[src/rtl/radix4_booth_pkg.sv]
// Shared types and helpers for the sequential radix-4 Booth multiplier.
// Optional build macro: RADIX4_BOOTH_EARLY_TERM_EN (used by radix4_booth_mult_seq).
package radix4_booth_pkg;

  // Controller states
  typedef enum logic [1:0] {
    StIdle,
    StRun,
    StFin
  } state_e;

  // 3-bit Booth groups {b[2i+1], b[2i], b[2i-1]}
  localparam logic [2:0] GrpZero0 = 3'b000;
  localparam logic [2:0] GrpP1Lo  = 3'b001;
  localparam logic [2:0] GrpP1Hi  = 3'b010;
  localparam logic [2:0] GrpP2    = 3'b011;
  localparam logic [2:0] GrpM2    = 3'b100;
  localparam logic [2:0] GrpM1Lo  = 3'b101;
  localparam logic [2:0] GrpM1Hi  = 3'b110;
  localparam logic [2:0] GrpZero1 = 3'b111;

  // Selected Booth digit
  typedef enum logic [2:0] {
    DigZero,
    DigP1,
    DigM1,
    DigP2,
    DigM2
  } digit_e;

  // Number of Booth iterations for an even operand width
  function automatic int unsigned n_iter(input int unsigned width);
    return width / 2 + 1;
  endfunction

  // Recode one Booth group into its digit
  function automatic digit_e booth_digit(input logic [2:0] grp);
    digit_e dig;
    case (grp)
      GrpZero0, GrpZero1: dig = DigZero;
      GrpP1Lo, GrpP1Hi:   dig = DigP1;
      GrpP2:              dig = DigP2;
      GrpM2:              dig = DigM2;
      GrpM1Lo, GrpM1Hi:   dig = DigM1;
      default:            dig = DigZero;
    endcase
    return dig;
  endfunction

endpackage

[src/rtl/radix4_booth_pp_sel.sv]
// Radix-4 Booth partial-product selector: maps one 3-bit group and the extended
// multiplicand to a sign-extended, unshifted 2*WIDTH partial product.
module radix4_booth_pp_sel #(
  parameter int unsigned WIDTH = 32
) (
  input  logic [2:0]         group,
  input  logic [WIDTH+1:0]   a_ext,
  output logic [2*WIDTH-1:0] pp
);
  import radix4_booth_pkg::*;

  digit_e           digit;
  logic [WIDTH+1:0] a_x2;
  logic [WIDTH+1:0] sel;

  // 2A cannot overflow: a_ext already carries two guard bits
  assign a_x2 = {a_ext[WIDTH:0], 1'b0};

  // Pick 0, +-A or +-2A at WIDTH+2 bits
  always_comb begin
    digit = booth_digit(group);
    sel   = '0;
    unique case (digit)
      DigZero: sel = '0;
      DigP1:   sel = a_ext;
      DigM1:   sel = -a_ext;
      DigP2:   sel = a_x2;
      DigM2:   sel = -a_x2;
      default: sel = '0;
    endcase
  end

  assign pp = {{(WIDTH - 2){sel[WIDTH+1]}}, sel};

endmodule

[src/rtl/radix4_booth_mult_seq.sv]
// Sequential radix-4 Booth multiplier, one Booth digit per clock, with a
// start/busy/done handshake and runtime signed/unsigned mode.
// Optional macro RADIX4_BOOTH_EARLY_TERM_EN: finish as soon as every remaining
// Booth group is known to contribute zero.
module radix4_booth_mult_seq #(
  parameter int unsigned WIDTH = 32
) (
  input  logic                 clk,
  input  logic                 rst,
  input  logic                 start,
  input  logic                 is_signed,
  input  logic [WIDTH-1:0]     a,
  input  logic [WIDTH-1:0]     b,
  output logic                 busy,
  output logic                 done,
  output logic [2*WIDTH-1:0]   result
);
  import radix4_booth_pkg::*;

  localparam int unsigned N_ITER = n_iter(WIDTH);
  localparam int unsigned CntW   = $clog2(N_ITER);
  localparam logic [CntW-1:0] LastCnt = CntW'(N_ITER - 1);

  if ((WIDTH % 2) != 0 || WIDTH < 4) begin : g_bad_width
    $error("radix4_booth_mult_seq: WIDTH must be even and >= 4");
  end

  state_e               state_q;
  logic [WIDTH+1:0]     a_q;     // extended multiplicand
  logic [WIDTH+2:0]     mb_q;    // extended multiplier, shifted right 2 per iteration
  logic [2*WIDTH-1:0]   acc_q;
  logic [CntW-1:0]      cnt_q;

  logic [2*WIDTH-1:0]   pp;
  logic [2*WIDTH-1:0]   pp_sh;
  logic [WIDTH+2:0]     mb_next;
  logic                 last_iter;
  logic                 ext_a;
  logic                 ext_b;

  assign ext_a = is_signed & a[WIDTH-1];
  assign ext_b = is_signed & b[WIDTH-1];

  radix4_booth_pp_sel #(
    .WIDTH(WIDTH)
  ) u_pp_sel (
    .group(mb_q[2:0]),
    .a_ext(a_q),
    .pp   (pp)
  );

  // Align the partial product, advance the multiplier window, decide on the last step
  always_comb begin
    pp_sh     = pp << {cnt_q, 1'b0};
    mb_next   = {{2{mb_q[WIDTH+2]}}, mb_q[WIDTH+2:2]};
    last_iter = (cnt_q == LastCnt);
`ifdef RADIX4_BOOTH_EARLY_TERM_EN
    // mb_next[0] is the overlap bit shared with the next group, so it must
    // match the upper bits too; only then do all remaining groups decode to 0.
    if ((mb_next == '0) || (mb_next == '1)) begin
      last_iter = 1'b1;
    end
`endif
  end

  // Controller, datapath and registered handshake outputs
  always_ff @(posedge clk or posedge rst) begin
    if (rst) begin
      state_q <= StIdle;
      a_q     <= '0;
      mb_q    <= '0;
      acc_q   <= '0;
      cnt_q   <= '0;
      busy    <= 1'b0;
      done    <= 1'b0;
      result  <= '0;
    end else begin
      done <= 1'b0;
      case (state_q)
        StIdle: begin
          if (start) begin
            a_q     <= {{2{ext_a}}, a};
            mb_q    <= {{2{ext_b}}, b, 1'b0};
            acc_q   <= '0;
            cnt_q   <= '0;
            busy    <= 1'b1;
            state_q <= StRun;
          end
        end
        StRun: begin
          acc_q <= acc_q + pp_sh;
          mb_q  <= mb_next;
          cnt_q <= cnt_q + 1'b1;
          if (last_iter) begin
            state_q <= StFin;
          end
        end
        StFin: begin
          result  <= acc_q;
          done    <= 1'b1;
          busy    <= 1'b0;
          state_q <= StIdle;
        end
        default: state_q <= StIdle;
      endcase
    end
  end

endmodule

[config.mk]
export PLATFORM = sky130hd
export DESIGN_NAME = radix4_booth_mult_seq
export DESIGN_NICKNAME = d
export VERILOG_FILES = /design/src/rtl/radix4_booth_pkg.sv /design/src/rtl/radix4_booth_pp_sel.sv /design/src/rtl/radix4_booth_mult_seq.sv
export SDC_FILE = /design/constraint.sdc
export NUM_CORES = 1
export LEC_CHECK = 0
export BUFFER_PORTS_ARGS = -buffer_cell sky130_fd_sc_hd__buf_2
export CAP_MARGIN = 20
export CORE_AREA = 10 10 178 180
export DETAILED_ROUTE_END_ITERATION = 10
export DIE_AREA = 0 0 188 190
export PLACE_DENSITY = 0.77
export SETUP_SLACK_MARGIN = 0.1
export SLEW_MARGIN = 10
export SYNTH_ARGS = -nofsm -noshare
export SYNTH_HDL_FRONTEND = slang
export SYNTH_SLANG_ARGS = --single-unit
[constraint.sdc]
create_clock -name clk -period 6.69 [get_ports clk]
set_input_delay 1.0035 -clock clk [delete_from_list [all_inputs] [get_ports clk]]
set_output_delay 1.0035 -clock clk [all_outputs]
set_load 0.01 [all_outputs]
* Word-level counts from Yosys, hierarchy flattened
Memories as Yosys holds them, arrays and structs flattened.
Cells that the tools add are included.
** Storage, ports and cells
- Bits in registers :: 205
- ROM bits :: 24
- Bits of input ports :: 68
- Output and inout port bits :: 66
- Word-level logic and storage cells :: 48
- Memories kept :: 1
** Memory list
- (name not given) :: words 8, width 3, rd ports 1, clocked after Yosys merged registers in 0, write ports 0, RTL line radix4_booth_pkg.sv:39 : case (grp)
** Cells by class
- $add $sub $neg :: 4
- Equal/unequal tests :: 9
- Shift operators :: 1
- Muxes and demuxes :: 13
- Bitwise gates (word level) :: 3
- Reduce and logical (&&, ||, !) cells :: 8
** Operators by type and width (count)
- 34-bit case mux with 4 select lines :: 1
- 64-bit case mux with 2 select lines :: 1
- 35-bit case mux with 2 select lines :: 1
- 34-bit negator :: 2
- 64-bit adder :: 1
- 64-bit two-way mux :: 1
- 64-bit by 6-bit left shift with 64-bit output :: 1
- 35-bit two-way mux :: 1
- 5-bit case mux with 2 select lines :: 1
- 2-bit AND reduction :: 4
- 3-bit by 2-bit == test with 1-bit output, second input constant :: 2
- 5-bit by 1-bit adder with 5-bit output, second input constant :: 1
- 5-bit == test, second input constant :: 1
- 5-bit two-way mux :: 1
- 2-bit two-way mux :: 2
- 2-bit != test, second input constant :: 2
- 2-bit case mux with 2 select lines :: 1
- 2-bit nonzero test :: 2
- 3-bit by 1-bit == test with 1-bit output, second input constant :: 1
- 3-bit == test, second input constant :: 1
- 3-bit AND reduction :: 1
- 1-bit bitwise AND :: 2
- 2-bit by 1-bit == test with 1-bit output, second input constant :: 1
- 2-bit == test, second input constant :: 1
- 4 further kinds :: 5

* Depth between registers and ports, before layout
Gate-level depths: netlist of run 1.
An unclocked memory read counts as a cell.
- Depth after elaboration :: 6
- Mapped depth :: 28
- Gate-level depth less buffers :: 25

* By module
A second synthesis of run 1 with hierarchy kept.
** Unflattened totals
- Cells, all modules :: 1972
- Area total of the unflattened synthesis :: 16463.3 sq um
** Modules (own cells, without submodules)
- radix4_booth_mult_seq :: times used 1, cells an instance 1667, area each 14527.7 sq um, seq. area each 5129.9 sq um
- radix4_booth_pp_sel :: times used 1, cells an instance 305, area each 1935.6 sq um, seq. area each 0.0 sq um

* Worst setup path before layout of run 1
No wires, ideal clock.
- Kind :: register to register
- From :: register a_q[0]
- To :: register acc_q[56]
- Library setup time :: 121 ps
- Data arrival time :: 5952 ps
- Data required time :: 6569 ps
- Path slack :: 617 ps
- Cell stages (with the launch flop) :: 24
- Path buffers :: 0
- Period minus slack after synthesis :: 6073 ps
- Path through :: dfrtp_1 inv_1 ha_1 or3b_1 or4_1 xor2_1 a221o_1 mux4_2 mux2i_1 nor2_1 a21oi_1 nor2_1 ha_1 nand3_1 or4_1 or4b_1 o211ai_1 a31oi_1 o21a_1 o21ai_0 nor4bb_1 or3_1 xnor2_1 a22o_1
** On the way
- Longest elaborated chain between the ends :: 5
- Elaborated cells on any way between the ends :: 6
- Classes of those cells :: add/sub (3); shift (1); mux (2)
** RTL lines
- start, declared :: RTL line radix4_booth_mult_seq.sv:29 : logic [WIDTH+1:0] a_q;
- start signal, assigned :: RTL line radix4_booth_mult_seq.sv:82 : a_q <= {{2{ext_a}}, a};
- 34-bit negator (on tied branches) :: RTL line radix4_booth_pp_sel.sv:26, radix4_booth_pp_sel.sv:28
- 34-bit case mux with 4 select lines (*) :: RTL line radix4_booth_pp_sel.sv:23 : unique case (digit)
- 64-bit by 6-bit left shift with 64-bit output (*) :: RTL line radix4_booth_mult_seq.sv:54 : pp_sh = pp << {cnt_q, 1'b0};
- 64-bit adder (*) :: RTL line radix4_booth_mult_seq.sv:91 : acc_q <= acc_q + pp_sh;
- 64-bit case mux with 2 select lines (*) :: RTL line radix4_booth_mult_seq.sv:79 : case (state_q)
- end signal, assigned :: RTL line radix4_booth_mult_seq.sv:91
- end, declared :: RTL line radix4_booth_mult_seq.sv:31 : logic [2*WIDTH-1:0] acc_q;
Mark *: on every way between the ends. The rest lies on a longest branch, timed or not.
A chain may end at the register's enable or synchronous reset.

* Worst setup path in the final report of run 1
Same ends and word-level chain as after synthesis.

==> results of run 1 <==
[sequential cells by signal (all words and copies together) (netlist names)]
name	flops
state_q	2
done	1
result	64
cnt_q	5
mb_q	35
a_q	33
acc_q	64
busy	1
[synth_stat cells, types with 8 or more instances]
cell / count
clkbuf_1: 97
a211oi_1: 13
a31oi_1: 13
inv_1: 31
dfrtp_1: 205
buf_1: 15
nand3_1: 26
o22ai_1: 14
or3_1: 18
xnor2_1: 36
nand4_1: 14
nor4_1: 13
nand2_1: 285
mux2_2: 77
nor3_1: 32
nor2b_1: 15
o21ai_0: 187
buf_2: 11
or2_2: 11
o21bai_1: 15
or4_1: 9
and2_1: 9
ha_1: 74
mux2i_1: 56
o211ai_1: 14
o31ai_1: 10
a21o_1: 31
xor2_1: 36
a221oi_1: 11
a221o_1: 10
a22o_1: 14
a21oi_1: 128
a22oi_1: 38
o21a_1: 13
o311ai_0: 8
nor2_1: 135
[final timing paths]
kind,start,cells past startpoint,slack (ps),endpoint
worst max register to register,a_q[0]$_DFFE_PP0P_,21,360,acc_q[56]$_DFFE_PP0P_
max in group asynchronous,rst,3,4520,acc_q[50]$_DFFE_PP0P_
worst max-delay path,a_q[0]$_DFFE_PP0P_,21,360,acc_q[56]$_DFFE_PP0P_
worst min-delay path,mb_q[8]$_DFFE_PP0P_,2,490,mb_q[8]$_DFFE_PP0P_
worst min register to register,mb_q[8]$_DFFE_PP0P_,2,490,mb_q[8]$_DFFE_PP0P_
min in group asynchronous,rst,2,680,a_q[7]$_DFFE_PP0P_
[layout make-up]
type | instances | area (um^2) | area share
clock buffer | 29 | 638.1 | 0.03631
clock inverter | 12 | 177.7 | 0.01011
inverter | 34 | 131.4 | 0.007476
multi-input combinational | 1466 | 9627 | 0.5478
sequential | 205 | 5130 | 0.2919
tap | 384 | 480.5 | 0.02734
timing repair buffer | 226 | 1389 | 0.07903
[layout by cell type (no fill, tap or decap), drive strengths merged, types with 14 or more instances in the layout]
| cell | instances |
|---|---|
| nand2 | 285 |
| buf | 226 |
| dfrtp | 205 |
| o21ai | 190 |
| nor2 | 135 |
| a21oi | 128 |
| mux2 | 77 |
| ha | 74 |
| mux2i | 56 |
| a22oi | 38 |
| xnor2 | 37 |
| xor2 | 36 |
| inv | 33 |
| nor3 | 32 |
| a21o | 31 |
| clkbuf | 29 |
| nand3 | 26 |
| or3 | 19 |
| nor4 | 16 |
| o21bai | 15 |
| o211ai | 15 |
| a22o | 15 |
| nor2b | 15 |
| nand4 | 14 |
| o22ai | 14 |
[worst min-delay path: cells and delay by family, from the launching register on]
family | cells | cell delay [ps]
compound gates | 1 | 60
flops | 1 | 350
simple gates | 1 | 50
[metal layers]
metal / routed length [um] / share of wire
met2: 21200 / 0.46
met4: 921 / 0.020
met1: 20280 / 0.44
met5: 0 / 0
met3: 3460 / 0.075
[timing repair]
| action | CTS | global route |
|---|---|---|
| pin swaps | 0 | 4 |
| setup buffers | 0 | 5 |
| resized for setup | 1 | 27 |
| setup endpoints to repair | 1 | 18 |
[through the flow]
| stage | setup slack (ps) | hold slack (ps) | util | std cells | instance area, um^2 |
|---|---|---|---|---|---|
| after floorplan | 617.1 | 450.2 | - | 1833 | 15300 |
| after detailed placement | 86.63 | 471.8 | 0.5888 | 2310 | 16630 |
| after global placement | 263.8 | 463.5 | 0.5888 | 2310 | 16630 |
| after global routing | 98.13 | 514.6 | 0.6223 | 2356 | 17570 |
| after CTS | 142.6 | 490.7 | 0.6177 | 2351 | 17440 |
| final | 364.8 | 485.2 | 0.6223 | 2356 | 17570 |
[kinds of logic after synthesis]
kind of cell             Yosys count  synth area share
flip-flops                       205            0.3353
buffers and inverters            162           0.04244
AND/OR/NAND/NOR                  599            0.1774
XOR/XNOR                          73           0.04228
multiplexers                     135           0.09625
adder cells (fa/ha/maj)           75           0.06182
AO/OA/AOI/OAI                    584            0.2446
==> impl_metrics.yaml, run 1 <==
final_layout:
  fin_nets: 2099
  antenna_cells: 0
  syn_to_final_growth_pct: 14.85
  nFillCells: 2525
  layout-drive-gt1-share: 0.2008
setup_path:
  worst-setup-path-type: "flip-flop to flip-flop"
  cpMostUsedCell: "o21a_1"
  cpLargestDelayFamily: "simple AND/OR/NAND/NOR gates"
  crit_buf_inv: 1
  slowest_delay_ps: 550
  startpoint_type: "flip-flop"
  cp-end-kind: "flip-flop"
  cp_max_fo: 5
  arrival_ps: 6750
  slowest_stage: "or4_4"
  required_ps: 7110
  worstPathCellList: "inv_1, ha_2, or3b_4, or4_4, xor2_1, a221o_1, mux4_2, o21a_1, nor2b_1, ha_1, nand2_1, or4_1, or4b_1, o211ai_1, a31oi_2, o21a_1, o21ai_1, nor4bb_1, or3_1, xnor2_1, a22o_1"
clock_network:
  insertion_delay_ps: 530
  cts_hold_buf: 0
  clk_pin_slew_ps: 70
  clockBufferDepth: 3
  numCtsBuffers: 23
  clock_tree.root_cell: "clkbuf_16"
  htree_levels: 1
  clkSinkCount: 205
  cts_tree: "done"
timing:
  setup_tns_ps: 0
  skew_ps: 17.87
  setup_violations: 0
  rsz0062_at_grt: "false"
  timing_hold_violations_final: 0
  finalCriticalPeriod_ps: 6325
  period_share: 0.9455
  worst_pin_slew_ps: 987.4
  slew_headroom: 0.3417
  final_max_slew_viol_count: 0
  max_freq_ghz: 0.1581
floorplan:
  rows: 62
  dieHeight_um: 190
  initial_core_util: 0.5419
  fp.dieArea_um2: 35720
  die_x_um: 188
  coreArea_um2: 28240
  ios: 134
outcome:
  status: "complete, no violations"
yosys:
  yosys-top-cells-area: "dfrtp_1 34%, nand2_1 7.0%, o21ai_0 6.1%"
  synth_nets: 1976
  synth_edf_count: 0
  synth.avg_cell_area_um2: 8.347
  yosys.area.top_type: "dfrtp_1"
  syn_inst: 1833
  synth_top_area_share: 0.3353
  ys_seq_elements: 205
  yosysUniqueCellTypes: 84
  synth_flop_cell: "dfrtp_1"
  synth_seq_area_share: 0.3353
  yosys_warnings: 0
  synth-async-reset-ratio: 1.000
  netlist_area_um2: 15300
place:
  dpl.hpwl_mm: 34.04
  gp_congestion: 0.9806
  portBuffers: 133
routing:
  drtPass1Iterations: 7
  wl_per_cell_um: 19.47
  viasPerCell: 6.161
  drc: 0
  routed-via-count: 14520
  ant_nets: 0
  drt_iter0_drc: 1532
  drt-total-wl_mm: 45.86
grt:
  use_met2: 0.3988
  antenna_found_initial: 0
  grt_most_used_layer: "met2"
  grt_overflow: 0
  grt_pass1_vias: 13900
  grt_pass1_wl_mm: 74.46
  grt_use_met1: 0.3358
  grt_max_degree: 79
  track_usage: 0.2473
  grtUsageMet3: 0.04760
hold_path:
  hp-class: "flip-flop to flip-flop"
flow_run:
  max-cap-violations: 0
Power of run 1 is not shown: default switching activity piles up to over one toggle a cycle in this logic, so the estimate is an artifact.
==> run 2: changes to the inputs <==
--- a/config.mk
+++ b/config.mk
@@ -7,10 +7,13 @@
 export LEC_CHECK = 0
 export BUFFER_PORTS_ARGS = -buffer_cell sky130_fd_sc_hd__buf_2
 export CAP_MARGIN = 20
-export CORE_AREA = 10 10 178 180
+export CELL_PAD_IN_SITES_DETAIL_PLACEMENT = 0
+export CELL_PAD_IN_SITES_GLOBAL_PLACEMENT = 2
+export CORE_AREA = 10 10 224 226
+export CTS_BUF_LIST = sky130_fd_sc_hd__clkbuf_2 sky130_fd_sc_hd__clkbuf_4 sky130_fd_sc_hd__clkbuf_8
 export DETAILED_ROUTE_END_ITERATION = 10
-export DIE_AREA = 0 0 188 190
-export PLACE_DENSITY = 0.77
+export DIE_AREA = 0 0 234 236
+export PLACE_DENSITY_LB_ADDON = 0.1
 export SETUP_SLACK_MARGIN = 0.1
 export SLEW_MARGIN = 10
 export SYNTH_ARGS = -nofsm -noshare
==> run 2 against run 1 <==
Design area is 4.6% higher. Die area is 55% higher. Clock skew is 8.6 ps higher. Setup slack better by 2.6 ps. Non-clock buffer count is 60 higher. Sequential cell count stayed put. Critical path depth is 1 higher. Cell count is 13% higher. Critical endpoint unchanged.
==> impl_metrics.yaml, run 2 (synthesis gave the netlist of run 1 again) <==
outcome:
  status: "complete, no violations"
final_layout:
  nFillCells: 4803
  layout-drive-gt1-share: 0.2382
  final_cell_mix: "285 x nand2_1, 205 x dfrtp_1, 183 x o21ai_0"
  reg.largest.list: "acc_q x64, result x64, mb_q x35"
  syn_to_final_growth_pct: 20.19
  final_common_cell: "nand2_1"
  fin_nets: 2176
grt:
  grt_pass1_vias: 14710
  grt_pass1_wl_mm: 84.00
  antenna_found_initial: 1
  grt_max_degree: 85
  grt_overflow: 0
  track_usage: 0.1906
setup_path:
  required_ps: 7160
  arrival_ps: 6790
  worst-setup-path-type: "flip-flop to flip-flop"
  cp-end-kind: "flip-flop"
  cp_max_fo: 4
  startpoint_type: "flip-flop"
timing:
  setup_tns_ps: 0
  max_freq_ghz: 0.1582
  setup_violations: 0
  final_max_slew_viol_count: 0
  finalCriticalPeriod_ps: 6323
  timing_hold_violations_final: 0
  worst_pin_slew_ps: 1037
  period_share: 0.9451
  slew_headroom: 0.3085
  rsz0062_at_grt: "true"
  skew_ps: 26.45
floorplan:
  ios: 134
  initial_core_util: 0.3336
  die_x_um: 234
  fp.dieArea_um2: 55220
  dieHeight_um: 236
  rows: 79
  coreArea_um2: 45860
routing:
  routed-via-count: 14540
  wl_per_cell_um: 19.98
  ant_nets: 0
  drc: 0
  drt-total-wl_mm: 53.34
  drtPass1Iterations: 5
  drt_iter0_drc: 1010
  viasPerCell: 5.445
clock_network:
  cts_tree: "done"
  clkSinkCount: 205
  insertion_delay_ps: 600
  clock_tree.root_cell: "clkbuf_8"
  clockBufferDepth: 3
  cts_hold_buf: 0
  clk_pin_slew_ps: 60
  htree_levels: 2
  numCtsBuffers: 40
place:
  dpl.hpwl_mm: 39.58
  gp_congestion: 0.8407
  portBuffers: 133
flow_run:
  max-cap-violations: 0
hold_path:
  hp-class: "flip-flop to flip-flop"
==> run 2: cell types whose count changed in the layout (fill, tap and decap cells not counted), sizes merged <==
cell | previous run | this run
clkbuf | 29 | 58
bufinv | 4 | 3
clkinvlp | 2 | 3
clkinv | 7 | 8
diode | 0 | 2
buf | 226 | 286
inv | 33 | 32
==> run 2: path summary, 6_finish.rpt <==
| kind | slack (ps) | endpoint | depth (start not counted) | start |
|---|---|---|---|---|
| hold / removal | 480 | mb_q[6]$_DFFE_PP0P_ | 2 | mb_q[6]$_DFFE_PP0P_ |
| hold reg to reg | 480 | mb_q[6]$_DFFE_PP0P_ | 2 | mb_q[6]$_DFFE_PP0P_ |
| setup / recovery | 370 | acc_q[56]$_DFFE_PP0P_ | 22 | a_q[1]$_DFFE_PP0P_ |
| max in group asynchronous | 4600 | acc_q[45]$_DFFE_PP0P_ | 4 | rst |
| setup reg to reg | 370 | acc_q[56]$_DFFE_PP0P_ | 22 | a_q[1]$_DFFE_PP0P_ |
| min in group asynchronous | 520 | busy$_DFFE_PP0P_ | 3 | rst |
==> run 2: metal layers <==
metal	global-route usage	part of all wire	vias to the layer above
met5	0	0	-
met4	0.05337	0.023	0
met3	0.02917	0.049	89
met2	0.3014	0.46	372
met1	0.2631	0.47	6987
li1	-	-	7091
==> run 2: timing repair <==
item,CTS,global route
hold endpoints to repair,0,0
setup endpoints to repair,1,19
pin swaps,0,13
setup buffers,0,7
gates resized for setup,1,30
==> run 2: through the flow <==
| step | hold WS (ps) | cells | util | worst slack, ps | area [um^2] |
|---|---|---|---|---|---|
| after floorplan | 450.2 | 1833 | - | 617.1 | 15300 |
| after detailed placement | 470.4 | 2591 | 0.3785 | 131.6 | 17360 |
| after global routing | 498.3 | 2668 | 0.4009 | 34.56 | 18390 |
| after global placement | 462.4 | 2591 | 0.3785 | 265.6 | 17360 |
| final | 481.7 | 2670 | 0.4010 | 367.3 | 18390 |
| after CTS | 484.1 | 2661 | 0.3977 | 182.3 | 18240 |
==> run 2: area by class of cell <==
class / instances / area, um^2 / area share
clock inverter: 12 / 140.1 / 0.007620
sequential: 205 / 5130 / 0.2790
multi-input combinational: 1466 / 9630 / 0.5237
tap: 607 / 759.5 / 0.04130
timing repair buffer: 286 / 1852 / 0.1007
inverter: 34 / 131.4 / 0.007144
clock buffer: 58 / 742.0 / 0.04035
antenna: 2 / 5.005 / 0.0002721
==> run 2: critical path: stages, from the launching register on <==
cell	delay (ps)
dfrtp_1	420
inv_2	80
ha_1	150
or3b_4	400
or4_4	540
xor2_1	160
a221o_1	380
mux4_2	520
o21a_1	250
nor2b_1	160
ha_1	370
nand2_1	90
or4_4	520
or4b_4	520
o211ai_1	170
a31oi_1	160
buf_4	170
o21a_1	210
o21ai_2	150
nor4bb_1	70
or3_1	360
xnor2_1	130
a22o_1	200
Power of run 2 is left out for the same reason.
==> run 3: changes to the inputs <==
--- a/config.mk
+++ b/config.mk
@@ -8,11 +8,11 @@
 export BUFFER_PORTS_ARGS = -buffer_cell sky130_fd_sc_hd__buf_2
 export CAP_MARGIN = 20
 export CELL_PAD_IN_SITES_DETAIL_PLACEMENT = 0
-export CELL_PAD_IN_SITES_GLOBAL_PLACEMENT = 2
-export CORE_AREA = 10 10 224 226
+export CELL_PAD_IN_SITES_GLOBAL_PLACEMENT = 1
+export CORE_AREA = 10 10 200 202
 export CTS_BUF_LIST = sky130_fd_sc_hd__clkbuf_2 sky130_fd_sc_hd__clkbuf_4 sky130_fd_sc_hd__clkbuf_8
 export DETAILED_ROUTE_END_ITERATION = 10
-export DIE_AREA = 0 0 234 236
+export DIE_AREA = 0 0 210 212
 export PLACE_DENSITY_LB_ADDON = 0.1
 export SETUP_SLACK_MARGIN = 0.1
 export SLEW_MARGIN = 10
==> run 3 against run 2 <==
Global-route usage up 2.6 points. Core utilization up 9.0 points. Via count down 1.6%. Critical path type unchanged.
==> impl_metrics.yaml, run 3 (synthesis gave the netlist of run 1 again) <==
outcome:
  status: "complete, no violations"
routing:
  wl_met2_mm: 22.33
  wl_per_cell_um: 19.88
  routed-via-count: 14300
  maxUsedRoutingLayer: "met4"
  viasPerCell: 5.779
  ant_nets: 0
  wl_met3_mm: 2.595
  drt_iter0_drc: 992
  drt-total-wl_mm: 49.20
  wl_met1_mm: 23.49
  drtPass1Iterations: 5
  drc: 0
place:
  dpl.hpwl_mm: 36.53
  gp_congestion: 0.9438
  portBuffers: 133
  dpl_cell_area_um2: 16840
timing:
  worst_pin_slew_ps: 971.4
  max_freq_ghz: 0.1582
  period_share: 0.9448
  rsz0062_at_grt: "false"
  setup_tns_ps: 0
  skew_ps: 65.55
  timing_hold_violations_final: 0
  finalCriticalPeriod_ps: 6320
  slew_headroom: 0.3524
  setup_violations: 0
  final_max_slew_viol_count: 0
floorplan:
  rows: 70
  dieHeight_um: 212
  fp.dieArea_um2: 44520
  die_x_um: 210
  ios: 134
  initial_core_util: 0.4240
  coreArea_um2: 36080
setup_path:
  required_ps: 7170
  cp_max_fo: 6
  startpoint_type: "flip-flop"
  worst-setup-path-type: "flip-flop to flip-flop"
  arrival_ps: 6800
  cp-end-kind: "flip-flop"
clock_network:
  cts_tree: "done"
  clk_pin_slew_ps: 80
  insertion_delay_ps: 630
  cts_hold_buf: 0
  htree_levels: 2
  clockBufferDepth: 3
  numCtsBuffers: 38
  clkSinkCount: 205
  clock_tree.root_cell: "clkbuf_8"
final_layout:
  final_common_cell: "nand2_1"
  layout-drive-gt1-share: 0.2168
  syn_to_final_growth_pct: 15.81
  fin_nets: 2125
  fin_area_um2: 17720
  final_core_util: 0.4911
  reg.largest.list: "acc_q x64, result x64, mb_q x35"
  final_cell_mix: "284 x nand2_1, 205 x dfrtp_1, 182 x o21ai_0"
grt:
  grt_pass1_vias: 14120
  grt_pass1_wl_mm: 78.49
  grt_max_degree: 111
  grt_overflow: 0
  track_usage: 0.2163
  antenna_found_initial: 1
hold_path:
  hp-class: "input pin to async pin"
flow_run:
  max-cap-violations: 0
run 3: cell count changes in the layout (fill, tap and decap cells not counted), sizes merged:
cell and change:
diode -1, buf -49, clkinv -2, inv +1, clkbuf -2, bufinv -3
run 3: worst paths after layout:
| kind | slack, ps | end | depth (start not counted) | from |
|---|---|---|---|---|
| worst max-delay path | 370 | acc_q[60]$_DFFE_PP0P_ | 24 | a_q[19]$_DFFE_PP0P_ |
| worst max register to register | 370 | acc_q[60]$_DFFE_PP0P_ | 24 | a_q[19]$_DFFE_PP0P_ |
| max in group asynchronous | 4910 | acc_q[43]$_DFFE_PP0P_ | 3 | rst |
| worst min register to register | 480 | mb_q[6]$_DFFE_PP0P_ | 2 | mb_q[6]$_DFFE_PP0P_ |
| min in group clk | 480 | mb_q[6]$_DFFE_PP0P_ | 2 | mb_q[6]$_DFFE_PP0P_ |
| worst min-delay path | 480 | a_q[5]$_DFFE_PP0P_ | 2 | rst |
run 3: final cells by class:
class,count,area (um^2)
Multi-Input combinational cell,1466,9646
Antenna cell,1,2.502
Sequential cell,205,5130
Timing Repair Buffer,237,1471
Fill cell,3573,18360
Inverter,34,131.4
Clock buffer,56,701.9
Tap cell,468,585.6
Clock inverter,8,52.55
run 3: through the flow:
| stage | std cells | setup slack (ps) | hold WS (ps) |
|---|---|---|---|
| floorplan | 1833 | 617.1 | 450.2 |
| global placement | 2408 | 250.5 | 462.2 |
| detailed placement | 2408 | 75.56 | 470.8 |
| CTS | 2472 | 124.4 | 470.3 |
| global route | 2474 | 92.34 | 498.8 |
| finish | 2475 | 369.6 | 478.6 |
run 3: critical path, stage by stage (launching register included):
cell	delay, ps
dfrtp_1	450
or4_1	610
buf_4	200
nor4_1	420
a311oi_1	180
a21oi_1	170
o311ai_0	250
mux2_2	370
nand2_1	80
a21oi_1	70
a21oi_1	280
o21ai_0	200
and2_1	260
ha_1	360
a21oi_1	150
o21ai_0	120
a2111oi_1	470
nor3b_1	130
a31oi_2	300
a21oi_1	110
o21a_1	240
nand4_1	110
a21oi_1	80
or3_1	310
a32o_1	240
run 3: repair_timing:
item,4_1_cts,5_1_grt
setup endpoints to repair,1,16
pin swaps,0,5
resized for setup,1,30
buffers inserted,0,2
run 3: per-layer routing:
metal / up-vias / global-route usage
met5: - / 0
met4: 0 / 0.05408
met3: 57 / 0.04109
met2: 325 / 0.3419
met1: 6931 / 0.2978
li1: 6990 / -
Power of run 3 is left out for the same reason.
